File: src/rtl/int_mul_pipe.sv
// int_mul_pipe: pipelined unsigned integer multiplier, P = A * B (full 2*DATA_SIZE-bit product).
// B is consumed one CHUNK-bit digit per stage; stage k adds A * digit_k << k*CHUNK to the
// running accumulator, so the product is complete after S = DATA_SIZE/CHUNK stages.
// A valid bit and a sideband tag travel with each item.
//
// Ports:
//   clk        rising-edge clock
//   reset      synchronous active-high reset, overrides en
//   en         global pipeline enable; 0 freezes every register
//   in_valid   A/B/tag_in carry a new operand pair
//   A, B       unsigned operands (DATA_SIZE bits)
//   tag_in     sideband tag (TAG_W bits)
//   out_valid  P/tag_out carry a new product
//   P          product A*B (2*DATA_SIZE bits), held through bubbles
//   tag_out    tag belonging to P
//
// Optional feature: define INTMUL_IN_REG_EN to add an operand register ahead of stage 0
// (latency S+1 instead of S).

module int_mul_pipe #(
    parameter int unsigned DATA_SIZE = 32,
    parameter int unsigned CHUNK     = 8,
    parameter int unsigned TAG_W     = 8
) (
    input  logic                   clk,
    input  logic                   reset,
    input  logic                   en,
    input  logic                   in_valid,
    input  logic [DATA_SIZE-1:0]   A,
    input  logic [DATA_SIZE-1:0]   B,
    input  logic [TAG_W-1:0]       tag_in,
    output logic                   out_valid,
    output logic [2*DATA_SIZE-1:0] P,
    output logic [TAG_W-1:0]       tag_out
);

    localparam int unsigned S  = DATA_SIZE / CHUNK;
    localparam int unsigned PW = 2 * DATA_SIZE;

    // Operands feeding stage 0.
    logic                 src_valid;
    logic [DATA_SIZE-1:0] src_a;
    logic [DATA_SIZE-1:0] src_b;
    logic [TAG_W-1:0]     src_tag;

`ifdef INTMUL_IN_REG_EN
    logic                 in_valid_q;
    logic [DATA_SIZE-1:0] in_a_q;
    logic [DATA_SIZE-1:0] in_b_q;
    logic [TAG_W-1:0]     in_tag_q;

    always_ff @(posedge clk) begin
        if (reset) begin
            in_valid_q <= 1'b0;
            in_a_q     <= '0;
            in_b_q     <= '0;
            in_tag_q   <= '0;
        end else if (en) begin
            in_valid_q <= in_valid;
            if (in_valid) begin
                in_a_q   <= A;
                in_b_q   <= B;
                in_tag_q <= tag_in;
            end
        end
    end

    assign src_valid = in_valid_q;
    assign src_a     = in_a_q;
    assign src_b     = in_b_q;
    assign src_tag   = in_tag_q;
`else
    assign src_valid = in_valid;
    assign src_a     = A;
    assign src_b     = B;
    assign src_tag   = tag_in;
`endif

    // Per-stage state. b_q[k] holds the digits of B not yet consumed, right-aligned, so the
    // next stage always takes its digit from the low CHUNK bits. The last stage needs no
    // operands, only the finished accumulator and tag.
    logic [S-1:0]         valid_q;
    logic [PW-1:0]        acc_q [S];
    logic [TAG_W-1:0]     tag_q [S];
    logic [DATA_SIZE-1:0] a_q   [S];
    logic [DATA_SIZE-1:0] b_q   [S];

    always_ff @(posedge clk) begin
        if (reset) begin
            valid_q <= '0;
            for (int k = 0; k < S; k++) begin
                acc_q[k] <= '0;
                tag_q[k] <= '0;
            end
        end else if (en) begin
            valid_q[0] <= src_valid;
            for (int k = 1; k < S; k++) begin
                valid_q[k] <= valid_q[k-1];
            end

            if (src_valid) begin
                acc_q[0] <= PW'(src_a) * PW'(src_b[CHUNK-1:0]);
                tag_q[0] <= src_tag;
                if (S > 1) begin
                    a_q[0] <= src_a;
                    b_q[0] <= src_b >> CHUNK;
                end
            end

            // Data registers load only behind a valid item; bubbles leave them holding.
            for (int k = 1; k < S; k++) begin
                if (valid_q[k-1]) begin
                    acc_q[k] <= acc_q[k-1]
                              + ((PW'(a_q[k-1]) * PW'(b_q[k-1][CHUNK-1:0])) << (k * CHUNK));
                    tag_q[k] <= tag_q[k-1];
                    if (k < S - 1) begin
                        a_q[k] <= a_q[k-1];
                        b_q[k] <= b_q[k-1] >> CHUNK;
                    end
                end
            end
        end
    end

    assign out_valid = valid_q[S-1];
    assign P         = acc_q[S-1];
    assign tag_out   = tag_q[S-1];

endmodule

File: config.mk
export PLATFORM = sky130hd
export DESIGN_NAME = int_mul_pipe
export DESIGN_NICKNAME = d
export VERILOG_FILES = /design/src/rtl/int_mul_pipe.sv
export SDC_FILE = /design/constraint.sdc
export NUM_CORES = 2
export LEC_CHECK = 0
export ABC_AREA = 1
export CAP_MARGIN = 20
export CORE_MARGIN = 5
export CORE_UTILIZATION = 25
export DETAILED_ROUTE_END_ITERATION = 6
export GPL_TIMING_DRIVEN = 0
export SLEW_MARGIN = 20
export SYNTH_ARGS = -nofsm -noshare
export SYNTH_HDL_FRONTEND = slang
export SYNTH_SLANG_ARGS = --single-unit
File: constraint.sdc
create_clock -name clk -period 9.9 [get_ports clk]
set_input_delay 1.98 -clock clk [delete_from_list [all_inputs] [get_ports clk]]
set_output_delay 1.98 -clock clk [all_outputs]
set_load 0.01 [all_outputs]
==> metrics.yaml <==
syn-instance-count: 7158
maxSlewHeadroom: 0.262
synthesis.area_sq_um: 54600
clock_latency_ns: 0.66
cp.required_ns: 10.26
synthToLayoutAreaGrowth_pct: 12.3
num_io_pins: 149
dieArea_sq_um: 228000
hold_depth: 0
hold_end: "b_q[0][25]"
synthTopCellsByArea: "fa_1, edfxtp_1, nand2_1, inv_1, ha_1"
chipWidth_um: 477
grt_usage: 0.148
wl_met1_um: 75000
endpoint_kind: "flip-flop"
synth-async-reset-ratio: 0
finalSetupTns_ns: 0
cp_max_fo: 10
status: "complete, no violations"
p_leak_nw: 32.9
numCtsBuffers: 47
final_core_util: 0.282
power_density_nw_per_um2: 211
r2r-start: "b_q[0][26]"
hold_viol: 0
rows: 171
synth_edf_count: 386
drc: 0
cts_tree: "yes"
seq_area_frac_synth: 0.214
worst_pin_slew_ns: 1.11
clockBufferDepth: 3
cp.arrival_ns: 8.04
highest_layer: "met5"
nets: 8512
clock_skew_ns: 0.0623
drt-wirelength-per-cell_um: 16.6
met3_length_um: 11300
place_area_sq_um: 59800
synth_flop_cell: "edfxtp_1"
r2r_slack_ns: 2.22
vias_per_cell: 4.41
grt_max_degree: 58
start_util: 0.251
rr_worst_depth: 30
wl_um: 171000
slew_violations: 0
design_area_sq_um: 61400
peakVddDrop_mv: 0.201
yosysMostFrequentCell: "nand2_1"
wl_met2_um: 78600
route.vias.total: 45200
ctsHoldBuffers: 0
synth_largest_area_cell: "fa_1"
gr-total-overflow: 0
power_mw: 12.9
ys_seq_elements: 390
gp_congestion: 0.926
post-cts-setup-buffers: 0
path_clk_slew_ns: 0.06
setup_viol: 0
drtAntennaViolNets: 0
yosysUniqueCellTypes: 54
worstSetupStartpointType: "flip-flop"
drive_above_1_share: 0.0419
syn_area_per_cell_sq_um: 7.63
drv_cap: 0
grt_pass1_wl_um: 267000
yosysWarnings: 0
firstDrtPassIters: 6
drt_iter0_drc: 3080
slowest_stage: "edfxtp_1"
grt_setup_unrepaired: "no"
cts_max_level: 2
yosysTopAreaCellShare: 0.265
critical_path_class: "reg2reg"
antenna_found_initial: 12
min_from: "b_q[0][9]"
cts_resized: 0
hpwl_um: 145000
core_sq_um: 217000
syn-num-nets: 8311
io_buffers: 148
die_h_um: 477
grt_pass1_vias: 47000
fmax_ghz: 0.130
post-route-period-util: 0.776
synthTopCellsByCount: "nand2_1, inv_1, fa_1, nor2_1, a21oi_1"
clock-sinks: 390
r2r_end: "acc_q[2][53]"
period_needed_ns: 7.68
cp_slowest_stage_delay_ns: 0.71
min_path_type: "reg2reg"
root_buffer: "clkbuf_16"
-- registers in the layout, summed over array words and instances, names as in the netlist --
register and flops:
valid_q 4, tag_q 32, b_q 48, a_q 96, acc_q 210
-- worst max-delay path: cells and delay by family (launching register included) --
family	cells	cell delay, ns
AO/OA/AOI/OAI	3	0.47
XOR/XNOR	1	0.15
adder cells (fa/ha/maj)	6	2.77
buffers and inverters	6	0.94
flip-flops	1	0.71
AND/OR/NAND/NOR	14	2.33
-- placed cells by master (no fill, tap or decap), types with 40 or more instances in the layout --
cell type	instances
nand2_1	1944
nand3_1	139
nor2_1	444
ha_1	354
clkbuf_1	160
xor2_1	55
clkbuf_2	86
o21ai_0	187
inv_1	1863
a21oi_1	389
clkbuf_16	47
xnor2_1	40
a31oi_1	42
clkdlybuf4s50_1	148
fa_1	723
nand2_2	52
edfxtp_1	386
-- routing by layer --
layer,up-vias,GRT usage
li1,21700,-
met1,21800,0.195
met2,1385,0.249
met3,291,0.0264
met4,2,0.0432
met5,-,0
-- worst max path at each step --
stage	start	to	slack (ns)
after floorplan	B[2]	acc_q[0][29]	3.81
after CTS	b_q[0][26]	acc_q[2][53]	2.30
after global routing	b_q[0][26]	acc_q[2][53]	1.78
after global placement	en	acc_q[0][36]	1.89
final	b_q[0][26]	acc_q[2][53]	2.22
after detailed placement	B[2]	acc_q[0][26]	2.15
-- report_power, final --
group	internal, mW	leakage, nW	total, mW	switching [mW]
clock	0.975	0.741	1.75	0.778
combinational	2.98	28.3	9.16	6.18
sequential	1.94	3.84	2.01	0.0766
total	5.90	32.9	12.9	7.03
-- cell families after synthesis --
kind of cell	synth area share
simple gates	0.200
buf+inv	0.149
fa+ha+maj	0.346
compound gates	0.0762
flops	0.214
xor+xnor	0.0152
-- stage by stage --
stage,hold slack (ns),setup slack [ns],std cells
after floorplan,0.400,3.81,7158
after CTS,0.425,2.30,10200
after global routing,0.432,1.78,10200
after detailed placement,0.408,2.15,10200
after global placement,0.407,1.89,10200
final,0.423,2.22,10300
-- layout make-up --
| cell class | instances | area, sq um |
|---|---|---|
| fillers | 23500 | 156000 |
| multi-input cells | 4634 | 34800 |
| flip-flops and latches | 390 | 11700 |
| inverters | 1888 | 7090 |
| well taps | 2854 | 3570 |
| repair buffers | 152 | 1570 |
| clock buffers | 55 | 1210 |
| plain buffers | 246 | 1060 |
| clock inverters | 30 | 337 |
| diodes | 5 | 12.5 |
Power figures use the tool's default switching activity.
